**src/rtl/phys_free_list.sv**
```systemverilog
// Purpose: rename-stage physical register free list; circular FIFO of unmapped tags, holds 32..63 after reset.
// Latency: head tag is presented combinationally and consumed the same cycle; a returned tag becomes allocatable next cycle.
// Backpressure: alloc_valid low means rename must stall; frees while full (without a pop) or of tag 0 are dropped and set sticky err.
// Optional: define FREELIST_CHECK_EN to add an in-list bitmap that drops and flags double frees.
module phys_free_list #(
    parameter int NUM_PHYS = 64,
    parameter int NUM_ARCH = 32,
    parameter int DEPTH    = NUM_PHYS - NUM_ARCH,
    parameter int PHYS_W   = $clog2(NUM_PHYS),
    parameter int PTR_W    = $clog2(DEPTH)
) (
    input  logic              clk,
    input  logic              rst,
    input  logic              alloc_req,
    output logic              alloc_valid,
    output logic [PHYS_W-1:0] alloc_phys,
    input  logic              free_en,
    input  logic [PHYS_W-1:0] free_phys,
    output logic [PTR_W:0]    free_count,
    output logic              full,
    output logic              err
);

    localparam int CNT_W = PTR_W + 1;

    logic [PHYS_W-1:0] mem [DEPTH];
    logic [PTR_W-1:0]  head;
    logic [PTR_W-1:0]  tail;
    logic [CNT_W-1:0]  count;
    logic              err_q;

    logic pop;
    logic push;
    logic double_free;

    // Outputs depend only on registered state; an empty list presents tag 0.
    always_comb begin
        alloc_valid = (count != '0);
        alloc_phys  = alloc_valid ? mem[head] : '0;
        full        = (count == CNT_W'(DEPTH));
        free_count  = count;
        err         = err_q;
    end

`ifdef FREELIST_CHECK_EN
    logic [NUM_PHYS-1:0] in_list;

    // A tag leaving through the head this same cycle no longer counts as present.
    always_comb begin
        double_free = in_list[free_phys] && !(pop && (alloc_phys == free_phys));
    end

    // Membership bitmap: clear the popped tag first so a same-cycle re-push wins.
    always_ff @(posedge clk) begin
        if (rst) begin
            in_list <= {{DEPTH{1'b1}}, {NUM_ARCH{1'b0}}};
        end else begin
            logic [NUM_PHYS-1:0] nxt;
            nxt = in_list;
            if (pop)  nxt[alloc_phys] = 1'b0;
            if (push) nxt[free_phys]  = 1'b1;
            in_list <= nxt;
        end
    end
`else
    // Without the bitmap, duplicate tags are accepted like any other.
    always_comb begin
        double_free = 1'b0;
    end
`endif

    // Accept rules: pop needs a non-empty list; push needs a nonzero tag and a free slot
    // (a same-cycle pop frees one), and must not be a detected double free.
    always_comb begin
        pop  = alloc_req && alloc_valid;
        push = free_en && (free_phys != '0) && (!full || pop) && !double_free;
    end

    // Tag storage: reset reloads the tags that are not identity-mapped.
    always_ff @(posedge clk) begin
        if (rst) begin
            for (int i = 0; i < DEPTH; i++) begin
                mem[i] <= PHYS_W'(NUM_ARCH + i);
            end
        end else if (push) begin
            mem[tail] <= free_phys;
        end
    end

    // Pointers, occupancy and the sticky error flag.
    always_ff @(posedge clk) begin
        if (rst) begin
            head  <= '0;
            tail  <= '0;
            count <= CNT_W'(DEPTH);
            err_q <= 1'b0;
        end else begin
            if (pop)  head <= head + PTR_W'(1);
            if (push) tail <= tail + PTR_W'(1);
            count <= count + CNT_W'(push) - CNT_W'(pop);
            if (free_en && !push) err_q <= 1'b1;
        end
    end

endmodule

```
**config.mk**
```make
export PLATFORM = sky130hd
export DESIGN_NAME = phys_free_list
export DESIGN_NICKNAME = d
export VERILOG_FILES = /design/src/rtl/phys_free_list.sv
export SDC_FILE = /design/constraint.sdc
export NUM_CORES = 1
export LEC_CHECK = 0
export BUFFER_PORTS_ARGS = -buffer_cell sky130_fd_sc_hd__buf_4
export CORE_ASPECT_RATIO = 1.75
export CORE_MARGIN = 2
export CORE_UTILIZATION = 40
export CTS_BUF_LIST = sky130_fd_sc_hd__clkbuf_4
export DETAILED_ROUTE_END_ITERATION = 10
export PLACE_DENSITY = 0.58
export SETUP_SLACK_MARGIN = 0.2
export SYNTH_ARGS = -nofsm -noshare
export SYNTH_HDL_FRONTEND = slang
export SYNTH_SLANG_ARGS = --single-unit
export TNS_END_PERCENT = 10
```
**constraint.sdc**
```tcl
create_clock -name clk -period 2.84 [get_ports clk]
set_input_delay 0 -clock clk [delete_from_list [all_inputs] [get_ports clk]]
set_output_delay 0 -clock clk [all_outputs]
set_load 0.005 [all_outputs]
```
==> impl_metrics.tcl <==
set metrics [dict create \
    synth-seq-cells 214 \
    finClkSkew_ns 0.02200 \
    area_growth_pct 16.02 \
    endpoint_kind "output port" \
    viasPerCell 5.209 \
    ys_seq_area_frac 0.6023 \
    h-tree-depth 2 \
    core_area_um2 25340 \
    wl_mm 24.96 \
    clock.fmax_mhz 365.8 \
    drt_first_pass_iters 4 \
    num_rows 77 \
    synth_edf_count 192 \
    vias 5975 \
    slew_headroom 0.5061 \
    dp_hpwl_mm 17.02 \
    crit_required_ns 2.84 \
    portBuffers 24 \
    finalNonFillerCells 1147 \
    die-width_um 125.3 \
    outcome "finished, final reports clean" \
    final_nets 814 \
    gp_congestion 0.7755 \
    period_share 0.9627 \
    synth.top_cell.area_share 0.5596 \
    ys_types 46 \
    grt_pass1_wl_mm 38.21 \
    grt_usage 0.1878 \
    drt-met1-wl_mm 8.527 \
    criticalPathCategory "reg2out" \
    period_needed_ns 2.734 \
    synth_fp_nets 731 \
    hold_class "in2reg" \
    maxCapViolations 0 \
    placed_cell_area_um2 11000 \
    cts_tree "done" \
    ant_nets 0 \
    syn-cell-area_um2 10300 \
    final_cell_area_um2 11950 \
    start_kind "flip-flop" \
    routed-wl-met2_mm 14.21 \
    grt_overflow 0 \
    vdd_drop_max_mv 0.4484 \
    p_per_area_nw_per_um2 647.2 \
    cts.sinks 214 \
    antenna_found_initial 1 \
    yosys_warnings 0 \
    start_util 0.4066 \
    cts_made_buffers 49 \
    setup_ws_ns 0.1060 \
    clk_path_buf_depth 3 \
    final_hold_viol_count 0 \
    clkLatencyLatePin_ns 0.66 \
    cp.arrival_ns 2.73 \
    dp_cells 1039 \
    yosysTopAreaCell "edfxtp_1" \
    synth.top_cells.by_area "edfxtp_1, mux4_2, nand2b_1, and2_1, dfxtp_1" \
    die_area_um2 27110 \
    dp_slack_ns 0.2043 \
    die_h_um 216.3 \
    cts_root_buf "clkbuf_4" \
    top_layer_used "met4" \
    fin_tns_setup_ns 0 \
    wire_per_inst_um 21.76 \
    syn_avg_cell_area_um2 14.57 \
    cp_max_fo 5 \
    rrSetupSlack_ns 0.23 \
    p_leak_nw 3.710 \
    grt_pass1_vias 6519 \
    maxSlewViolCount 0 \
    drive_gt1_frac 0.3410 \
    netlist_instances 707 \
    dr_wl_met3_mm 1.088 \
    drt_iter0_markers 323 \
    finalSetupViolCount 0 \
    num_io_pins 25 \
    async_reset_ff_frac 0 \
    drcViolationCount 0 \
    grt_setup_unrepaired "true" \
    clkTransAtPathRegs_ns 0.07 \
    grt_max_degree 54 \
    tightestPinTransition_ns 0.7381 \
    ys.flop_type "edfxtp_1" \
]
layer usage:
metal | vias up | global-route usage
met5 | - | 0
met4 | 0 | 0.09148
met3 | 60 | 0.03061
met2 | 141 | 0.3659
met1 | 2990 | 0.1905
li1 | 2784 | -
report_power, final:
| part | internal [mW] | switching, mW |
|---|---|---|
| Clock | 1.20 | 1.23 |
| Combinational | 0.815 | 0.852 |
| Sequential | 3.54 | 0.0970 |
| Total | 5.56 | 2.18 |
worst max-delay path, cell delays in order (launching register included):
cell and delay [ns]:
dfxtp_4 0.43, buf_12 0.14, buf_16 0.12, mux4_2 0.55
mux4_2 0.50, inv_2 0.10, a221oi_2 0.08, buf_4 0.18
cell usage in the layout, fill, tap and decap left out, types with 4 or more instances in the layout:
| cell | n |
|---|---|
| a21oi_1 | 7 |
| and2_1 | 82 |
| buf_12 | 6 |
| buf_16 | 4 |
| buf_4 | 61 |
| clkbuf_4 | 67 |
| clkinv_1 | 14 |
| clkinv_2 | 8 |
| dfxtp_1 | 19 |
| dlygate4sd3_1 | 7 |
| edfxtp_1 | 192 |
| ha_1 | 12 |
| inv_1 | 15 |
| inv_4 | 5 |
| mux2i_1 | 7 |
| mux4_2 | 52 |
| nand2_1 | 9 |
| nand2b_1 | 116 |
| nand3_1 | 4 |
| nor2_1 | 15 |
| nor3_1 | 4 |
| nor3_2 | 30 |
| o221ai_1 | 6 |
| or2_2 | 32 |
| or3_1 | 4 |
| xor2_1 | 5 |
synth_stat cells, types with 9 or more instances:
| master | count |
|---|---|
| and2_1 | 82 |
| clkbuf_1 | 30 |
| dfxtp_1 | 22 |
| edfxtp_1 | 192 |
| ha_1 | 13 |
| inv_1 | 21 |
| mux4_2 | 49 |
| nand2_1 | 9 |
| nand2b_1 | 116 |
| nor2_1 | 15 |
| nor3_2 | 30 |
| or2_2 | 32 |
per-stage QoR:
stage | hold slack [ns] | power, mW | util
detailed placement | 0.2753 | 5.169 | 0.4341
finish | 0.03999 | 7.736 | 0.4718
global route | 0.03648 | 8.106 | 0.4718
CTS | 0.005891 | 7.824 | 0.4709
floorplan | 0.1395 | 4.660 | -
global placement | 0.2682 | 5.129 | 0.4341
sequential cells by signal, summed over array words and instances, names as in the netlist, named ones only:
signal,cells
err,1
head,5
mem,192
tail,5
free_count,6
cell type report:
type	count	area (µm²)
antenna	1	2.502
clock buffer	67	503.0
clock inverter	24	126.4
fill	2207	13380
inverter	21	91.34
multi-input combinational	425	3851
sequential	214	6215
tap	316	395.4
timing repair buffer	79	769.5
final timing paths:
kind	from	end	cells after the start
min reg2reg	head[4]	head[4]	2
max	flip-flop	alloc_phys[2]	7
max reg2reg	free_count[2]	free_count[4]	12
min	free_phys[0]	mem[21][0]	3
logic make-up after synthesis:
logic type	Yosys count	synth area share
buffers and inverters	68	0.02914
AO/OA/AOI/OAI	31	0.02186
multiplexers	61	0.1267
flip-flops	214	0.6023
adder cells (fa/ha/maj)	14	0.01773
AND/OR/NAND/NOR	312	0.1964
XOR/XNOR	7	0.005950
what timing repair did:
action,4_1_cts,5_1_grt
buffers inserted,5,0
cloned,4,0
endpoints found under the hold margin,61,0
hold buffers,7,0
setup endpoints to repair,7,8
gates resized for setup,24,6
pin swaps,2,1
No activity file was read; power rests on OpenSTA's default activity.
